`src/rtl/uart_line_loader_if.sv`:
```
// Line output channel of the UART line loader: a 512-bit line plus its index,
// moved with a valid/ready handshake toward the DRAM write mux.
interface uart_line_loader_if #(
  parameter int ADDR_WIDTH = 26
) ();
  logic [511:0]          line_data_o;
  logic [ADDR_WIDTH-1:0] line_addr_o;
  logic                  line_valid_o;
  logic                  line_ready_i;

  modport master (output line_data_o, line_addr_o, line_valid_o, input line_ready_i);
  modport slave  (input line_data_o, line_addr_o, line_valid_o, output line_ready_i);
endinterface

```
`src/rtl/uart_line_loader.sv`:
```
// 8N1 UART receiver feeding a 64-byte line assembler; completed lines are
// offered on a valid/ready port with an incrementing line index.
module uart_line_loader #(
  parameter int CLKS_PER_BIT = 868,
  parameter int LINE_BYTES   = 64,
  parameter int ADDR_WIDTH   = 26,
  parameter int NUM_LINES    = 43
) (
  input  logic                 clk,
  input  logic                 rstn,
  input  logic                 rx_data,
  output logic [7:0]           byte_o,
  output logic                 byte_valid_o,
  uart_line_loader_if.master   line_if,
  output logic                 done_o,
  output logic                 frame_err_o,
  output logic                 overrun_o
);
  localparam int LINE_W = 8 * LINE_BYTES;
  localparam int TW     = $clog2(CLKS_PER_BIT);
  localparam int CW     = $clog2(LINE_BYTES);
  localparam int NW     = $clog2(NUM_LINES + 1);
  localparam logic [TW-1:0] T_FULL = TW'(CLKS_PER_BIT - 1);
  localparam logic [TW-1:0] T_HALF = TW'(CLKS_PER_BIT / 2 - 1);
  localparam logic [CW-1:0] C_LAST = CW'(LINE_BYTES - 1);
  localparam logic [NW-1:0] N_LAST = NW'(NUM_LINES - 1);

  typedef enum logic [2:0] {S_IDLE, S_START, S_DATA, S_STOP, S_WAIT_HI} rx_state_t;

  rx_state_t             state_q, state_d;
  logic                  sync1_q, sync2_q;
  logic [TW-1:0]         timer_q, timer_d;
  logic [2:0]            bit_q, bit_d;
  logic [7:0]            shift_q, shift_d;
  logic [7:0]            byte_q, byte_d;
  logic                  byte_valid_q, byte_valid_d;
  logic                  ferr_q, ferr_d;
  logic                  byte_good;

  logic [LINE_W-1:0]     buf_q, buf_d, line_q, line_d, merged;
  logic [CW-1:0]         cnt_q, cnt_d;
  logic                  valid_q, valid_d;
  logic [ADDR_WIDTH-1:0] addr_q, addr_d;
  logic                  ovr_q, ovr_d;
  logic                  done_q, done_d;
  logic [NW-1:0]         acc_q, acc_d;
  logic                  assemble, complete, accept;

  always_comb begin
    state_d   = state_q;
    timer_d   = timer_q;
    bit_d     = bit_q;
    shift_d   = shift_q;
    byte_d    = byte_q;
    ferr_d    = ferr_q;
    byte_good = 1'b0;
    case (state_q)
      S_IDLE: begin
        if (!sync2_q) begin
          state_d = S_START;
          timer_d = '0;
        end
      end
      S_START: begin
        if (timer_q == T_HALF) begin
          if (!sync2_q) begin
            state_d = S_DATA;
            timer_d = '0;
            bit_d   = '0;
          end else begin
            state_d = S_IDLE;
          end
        end else begin
          timer_d = timer_q + TW'(1);
        end
      end
      S_DATA: begin
        if (timer_q == T_FULL) begin
          timer_d = '0;
          shift_d = {sync2_q, shift_q[7:1]};
          bit_d   = bit_q + 3'd1;
          if (bit_q == 3'd7) state_d = S_STOP;
        end else begin
          timer_d = timer_q + TW'(1);
        end
      end
      S_STOP: begin
        if (timer_q == T_FULL) begin
          timer_d = '0;
          if (sync2_q) begin
            byte_good = 1'b1;
            byte_d    = shift_q;
            state_d   = S_IDLE;
          end else begin
            ferr_d  = 1'b1;
            state_d = S_WAIT_HI;
          end
        end else begin
          timer_d = timer_q + TW'(1);
        end
      end
      S_WAIT_HI: begin
        if (sync2_q) state_d = S_IDLE;
      end
      default: state_d = S_IDLE;
    endcase
    byte_valid_d = byte_good;
  end

  // The good byte is merged in the stop-sample cycle so a completed line
  // reaches the output register on the same edge that raises byte_valid_o.
  always_comb begin
    merged = buf_q;
    merged[{cnt_q, 3'b000} +: 8] = shift_q;
    assemble = byte_good && !done_q;
    complete = assemble && (cnt_q == C_LAST);
    accept   = valid_q && line_if.line_ready_i;
    buf_d    = buf_q;
    cnt_d    = cnt_q;
    line_d   = line_q;
    valid_d  = valid_q;
    addr_d   = addr_q;
    ovr_d    = ovr_q;
    done_d   = done_q;
    acc_d    = acc_q;
    if (assemble) begin
      buf_d = merged;
      cnt_d = complete ? '0 : cnt_q + CW'(1);
    end
    if (accept) begin
      valid_d = 1'b0;
      addr_d  = addr_q + ADDR_WIDTH'(1);
      if (!done_q) begin
        acc_d = acc_q + NW'(1);
        if (acc_q == N_LAST) done_d = 1'b1;
      end
    end
    if (complete) begin
      if (!valid_q || accept) begin
        line_d  = merged;
        valid_d = 1'b1;
      end else begin
        ovr_d = 1'b1;
      end
    end
  end

  always_ff @(posedge clk) begin
    shift_q <= shift_d;
    buf_q   <= buf_d;
    if (!rstn) begin
      sync1_q      <= 1'b1;
      sync2_q      <= 1'b1;
      state_q      <= S_IDLE;
      timer_q      <= '0;
      bit_q        <= '0;
      byte_q       <= '0;
      byte_valid_q <= 1'b0;
      ferr_q       <= 1'b0;
      cnt_q        <= '0;
      line_q       <= '0;
      valid_q      <= 1'b0;
      addr_q       <= '0;
      ovr_q        <= 1'b0;
      done_q       <= 1'b0;
      acc_q        <= '0;
    end else begin
      sync1_q      <= rx_data;
      sync2_q      <= sync1_q;
      state_q      <= state_d;
      timer_q      <= timer_d;
      bit_q        <= bit_d;
      byte_q       <= byte_d;
      byte_valid_q <= byte_valid_d;
      ferr_q       <= ferr_d;
      cnt_q        <= cnt_d;
      line_q       <= line_d;
      valid_q      <= valid_d;
      addr_q       <= addr_d;
      ovr_q        <= ovr_d;
      done_q       <= done_d;
      acc_q        <= acc_d;
    end
  end

  assign byte_o               = byte_q;
  assign byte_valid_o         = byte_valid_q;
  assign frame_err_o          = ferr_q;
  assign overrun_o            = ovr_q;
  assign done_o               = done_q;
  assign line_if.line_data_o  = line_q;
  assign line_if.line_addr_o  = addr_q;
  assign line_if.line_valid_o = valid_q;
endmodule

```
`src/flat_wrapper.sv`:
```
// flat-port wrapper written by rule: the top's interface ports become plain ports
module uart_line_loader_flat 
#(
  parameter int CLKS_PER_BIT = 868,
  parameter int LINE_BYTES   = 64,
  parameter int ADDR_WIDTH   = 26,
  parameter int NUM_LINES    = 43
)
  (clk, rstn, rx_data, byte_o, byte_valid_o, done_o, frame_err_o, overrun_o, line_if_line_data_o, line_if_line_addr_o, line_if_line_valid_o, line_if_line_ready_i);
  uart_line_loader_if #(.ADDR_WIDTH(ADDR_WIDTH)) line_if_i ();
  input  logic clk;
  input  logic rstn;
  input  logic rx_data;
  output logic [7:0] byte_o;
  output logic byte_valid_o;
  output logic done_o;
  output logic frame_err_o;
  output logic overrun_o;
  output wire logic [$bits(line_if_i.line_data_o)-1:0] line_if_line_data_o;
  output wire logic [$bits(line_if_i.line_addr_o)-1:0] line_if_line_addr_o;
  output wire logic [$bits(line_if_i.line_valid_o)-1:0] line_if_line_valid_o;
  input wire logic [$bits(line_if_i.line_ready_i)-1:0] line_if_line_ready_i;
  assign line_if_line_data_o = line_if_i.line_data_o;
  assign line_if_line_addr_o = line_if_i.line_addr_o;
  assign line_if_line_valid_o = line_if_i.line_valid_o;
  assign line_if_i.line_ready_i = line_if_line_ready_i;
  uart_line_loader #(.CLKS_PER_BIT(CLKS_PER_BIT), .LINE_BYTES(LINE_BYTES), .ADDR_WIDTH(ADDR_WIDTH), .NUM_LINES(NUM_LINES)) u_core (.clk(clk), .rstn(rstn), .rx_data(rx_data), .byte_o(byte_o), .byte_valid_o(byte_valid_o), .line_if(line_if_i), .done_o(done_o), .frame_err_o(frame_err_o), .overrun_o(overrun_o));
endmodule
```
`config.mk`:
```
export PLATFORM = sky130hd
export DESIGN_NAME = uart_line_loader_flat
export DESIGN_NICKNAME = d
export VERILOG_FILES = /design/src/rtl/uart_line_loader_if.sv /design/src/rtl/uart_line_loader.sv /design/src/flat_wrapper.sv
export SDC_FILE = /design/constraint.sdc
export NUM_CORES = 2
export LEC_CHECK = 0
export CORE_UTILIZATION = 50
export DETAILED_ROUTE_END_ITERATION = 8
export MAX_ROUTING_LAYER = met4
export PLACE_DENSITY = 0.82
export SLEW_MARGIN = 20
export SYNTH_ARGS = -nofsm -noshare
export SYNTH_HDL_FRONTEND = slang
export SYNTH_SLANG_ARGS = --single-unit
```
`constraint.sdc`:
```
create_clock -name clk -period 68 [get_ports clk]
set_clock_uncertainty 0.2 [all_clocks]
set_input_delay 17 -clock clk [delete_from_list [all_inputs] [get_ports clk]]
set_output_delay 17 -clock clk [all_outputs]
set_load 0.03 [all_outputs]
```
# Yosys cells after proc, flatten, opt, wreduce, memory -nomap -nowiden
# Index checks and enable logic that the tools add are counted.
# classes
addsub	6
n_mul	0
div	0
order_cmp	0
n_eq_ne	16
shifts	2
mux	27
bitwise_logic	3
n_reduce_logical	18
# op_table
operator	count
$bwmux 512	1
$shift 8x11->512 const A	1
$shiftx 8x11->512	1
$mux 10	3
$mux 3	10
$pmux 10 s3	1
$add 26x1->26 const B	1
$pmux 3 s5	1
$add 6x1->6 const B	2
$eq 6x6->1 const B	2
$neg 9->11	1
$add 10x1->10 const B	1
$eq 10x10->1 const B	1
$eq 10x9->1 const B	1
$ne 2x1->1 const B	5
$mux 1	8
$reduce_and 2->1	4
$eq 3x2->1 const B	2
$eq 3x3->1 const B	2
$mux 6	1
$pmux 3 s2	1
$reduce_and 3->1	2
$reduce_and 6->1	1
$ne 2x2->1 const B	2
12 further kinds	17
# totals
register_bits	1101
latch_bits	0
mem_bits_rw	0
rom_bits	0
input_bits	4
output_inout_bits	551
word_cells	89
mem_count	0

# Longest topological paths before layout
# depth
word_depth	6
ltp_mapped	12
depth_no_buf	7

# Least setup slack after synthesis
# No wires, ideal clock.
# synth_timing
kind	register to register
start	reg u_core.timer_q[0]
end	reg u_core.buf_q[0] (enable)
setup_ns	1.455
arrival_time_ns	23.794
t_required_ns	66.345
path_slack_ns	42.551
stages_incl_launch_ff	6
n_path_buf	1
period_less_slack_ns	25.449
cell_sequence	dfxtp_1 ha_1 nand4bb_1 nor4_1 clkbuf_1 nor2b_1
# synth_between
elab_chain_len	4
# synth_rtl
item	line_no	rtl
from (decl)	uart_line_loader.sv:32	logic [TW-1:0] timer_q, timer_d;
from (signal assigned)	uart_line_loader.sv:171	timer_q <= timer_d;
$eq 10x10->1	uart_line_loader.sv:88	if (timer_q == T_FULL) begin
$mux 1	uart_line_loader.sv:88	
$mux 1	uart_line_loader.sv:57	case (state_q)
$logic_and 1x1->1	uart_line_loader.sv:115	assemble = byte_good && !done_q;
via u_core.assemble	uart_line_loader.sv:47	logic assemble, complete, accept;
to (signal assigned)	uart_line_loader.sv:150	buf_q <= buf_d;
to (decl)	uart_line_loader.sv:40	logic [LINE_W-1:0] buf_q, buf_d, line_q, line_d, merged;
# The timed path passes the listed nets, and every way through them passes these cells.
# A chain may end at the register's enable or synchronous reset.

# Final worst setup path
# layout_timing
start	in line_if_line_ready_i
end	reg u_core.line_q[332], in the netlist u_core.line_if.line_data_o[332]
# layout_between
elab_chain_len	3
# layout_rtl
item	line_no	rtl
from (decl)	flat_wrapper.sv:22	input wire logic [$bits(line_if_i.line_ready_i)-1:0] line_if_line_ready_i;
$logic_and 1x1->1	uart_line_loader.sv:117	accept = valid_q && line_if.line_ready_i;
$logic_or 1x1->1	uart_line_loader.sv:139	if (!valid_q || accept) begin
$reduce_and 2->1 (no line)	-	
to (signal assigned)	uart_line_loader.sv:177	line_q <= line_d;
to (decl)	uart_line_loader.sv:40	
# Every way passes these cells.

==> impl_metrics.yaml <==
status:
  status: "finished, final reports clean"
cts:
  post_cts_resized: 0
  cts.htree.levels: 3
  clk_latency_ns: 0.70
  clkTransAtPathRegs_ns: 0.06
  numClockSinks: 1101
  clockBufferDepth: 3
  cts_root_buffer: "clkbuf_16"
  cts_tree: "yes"
  cts_hold_buffers: 0
  post_cts_buffers: 0
  cts_buffers: 108
global_routing:
  grt_pass1_wl_um: 183000
  grt_pass1_vias: 30400
  grt_overflow_total: 0
  grt_usage_pct: 27.1
  antenna_found_initial: 5
  grt_max_degree: 243
placed_design:
  hpwl_um: 72700
  gp_congestion: 0.848
  port_buffers: 554
  placedCellCount: 5249
final_layout:
  insertedDiodeCount: 0
  final_cells: 5455
  fillers: 6594
  nNetsFinal: 4217
  seqCellArea_um2: 27200
  multi_input_area_um2: 15200
  area_delta_synth_final_pct: 22.4
  drive_gt1_share_pct: 16.9
setup_path:
  cp_data_arrival_time_ns: 21.09
  worstSetupStartpointType: "input port"
  cp_slowest_cell: "buf_4"
  r2r_start: "u_core.timer_q[0]"
  crit_path_max_fanout: 91
  rr_endpoint: "u_core.buf_q[374]"
  cp_slowest_stage_delay_ns: 0.88
  worstPathRequired_ns: 68.39
  criticalPathCategory: "in2reg"
  crit_buf_inv: 4
  crit_family: "buffers and inverters"
  cpMostUsedCell: "buf_4"
  crit_path_cell_trace: "clkdlybuf4s50_1, nor2b_1, or4_4, buf_4, buf_4, buf_4, nor2_1, nor2_1"
  r2r_setup_slack_ns: 62.28
  cp-end-kind: "register"
  r2r_cells: 8
sta:
  maxSlewViolCount: 0
  tns_ns: 0
  max_freq_mhz: 48.3
  min_period_ns: 20.70
  rsz0062_at_grt: "false"
  fin_crit_sh_pct: 30.4
  worst_slew_pin_slew_ns: 1.19
  relSlewSlack_pct: 19.8
  setup_violations: 0
  finalHoldViolations: 0
min_path:
  hold_path_class: "reg2reg"
  hold_start: "u_core.sync1_q"
  min_to: "u_core.sync2_q"
  hold_path_depth: 1
logic_synthesis:
  yosysSeqAreaShare_pct: 62.0
  yosysTopAreaCell: "edfxtp_1"
  synthMostInstantiatedCell: "o21ai_0"
  synth_seq_cells: 1101
  yosys.area.top_type_share_pct: 35.5
  synth_edf_count: 520
  syn-num-nets: 3820
  synth_area_leaders: "edfxtp_1 36%, dfxtp_1 26%, mux2_2 7.6%, o21ai_0 7.0%, nor2_1 4.3%"
  synth_common_cells: "616 x o21ai_0, 581 x dfxtp_1, 520 x edfxtp_1, 509 x nor2_1, 297 x mux2_2"
  yosys_warnings: 0
  async_reset_ff_share_pct: 0
  synthFlopType: "dfxtp_1"
  syn_area_um2: 43900
  syn_area_per_cell_um2: 11.5
  ys_types: 76
  synthCells: 3807
flow_run:
  maxCapViolations: 0
routing:
  drt-initial-drc-count: 3320
  via_per_inst: 5.74
  drc_errors: 0
  post_drt_wl_per_cell_um: 22.2
  drt_wl_total_um: 121000
  antenna_left: 0
  drt_first_pass_iters: 5
  vias: 31300
die:
  dieArea_um2: 89000
  die_w_um: 298
  core_um2: 86900
  ios: 555
  start_util_pct: 50.6
  die_h_um: 298
  fp-row-count: 108
power:
  cellPowerDensity_nw_per_um2: 24.4
  peakVddDrop_uv: 25.6
  leakage_uw: 0.0162
[final cells by class]
type	count	share of cell area, %
flip-flops and latches	1101	50.7
multi-input cells	2341	28.3
repair buffers	590	10.9
clock buffers	157	5.88
well taps	1155	2.69
clock inverters	49	1.09
inverters	62	0.433
[sequential cells by signal (all words and copies together) (netlist names), 3 cells and up]
name / flops
u_core.acc_q: 6
u_core.state_q: 3
u_core.byte_o: 8
u_core.timer_q: 10
u_core.bit_q: 3
u_core.cnt_q: 6
u_core.line_if.line_addr_o: 26
u_core.shift_q: 8
u_core.buf_q: 512
u_core.line_if.line_data_o: 512
[worst max-delay path by stage]
stage	from	endpoint	slack, ns	depth (start not counted)
after floorplan	u_core.timer_q[0]	u_core.buf_q[0]	42.55	5
after global placement	line_if_line_ready_i	u_core.line_if.line_data_o[325]	46.78	8
after global routing	line_if_line_ready_i	u_core.line_if.line_data_o[321]	47.02	8
final	line_if_line_ready_i	u_core.line_if.line_data_o[332]	47.30	8
after detailed placement	line_if_line_ready_i	u_core.line_if.line_data_o[327]	46.62	8
after CTS	line_if_line_ready_i	u_core.line_if.line_data_o[332]	47.31	8
[layout by cell type (no fill, tap or decap), drive strengths merged, types with 15 or more instances in the layout]
cell           instances
o21ai                637
dfxtp                581
clkdlybuf4s50        553
edfxtp               520
nor2                 512
mux2                 369
nand2                160
clkbuf               157
o21ba                112
nand3                109
a21oi                 80
inv                   62
mux2i                 55
clkinv                38
buf                   37
and2                  31
a21boi                30
nor2b                 25
nor3                  24
xnor2                 23
or3                   21
nand2b                17
xor2                  15
[cell families (layout without fill, tap and decap cells)]
| logic type | Yosys count | count (layout) | share of synthesized area (%) |
|---|---|---|---|
| simple gates | 966 | 966 | 9.99 |
| compound gates | 904 | 904 | 12.2 |
| flops | 1101 | 1101 | 62.0 |
| buf+inv | 365 | 858 | 3.46 |
| mux | 424 | 424 | 11.3 |
| fa+ha+maj | 9 | 9 | 0.256 |
| xor+xnor | 38 | 38 | 0.792 |
[report_power, final]
part	switching, uW	leakage (uW)	internal, uW	total [uW]
Combinational	5.43	0.00675	1.57	7.00
Clock	259	0.00184	356	615
Sequential	0.228	0.00763	687	688
Total	264	0.0162	1050	1310
[through the flow]
stage	worst slack, ns	cell area, um2	power, uW	hold slack, ns	utilization, %
5_1_grt	47.02	53800	1350	0.234	61.9
6_report	47.30	53800	1310	0.222	61.9
3_5_place_dp	46.62	50000	709	0.205	57.6
3_3_place_gp	46.78	50000	709	0.202	57.6
4_1_cts	47.31	53800	1320	0.227	61.9
2_1_floorplan	42.55	43900	707	0.186	-
[metal layers]
metal | routed length, um | GRT usage, % | vias up
li1 | - | - | 14200
met2 | 57100 | 42.3 | 1393
met1 | 50400 | 35.3 | 15500
met5 | 0 | - | -
met3 | 9130 | 4.54 | 235
met4 | 4360 | 10.3 | 0
Note: power is estimated with default switching activity, not from simulation.
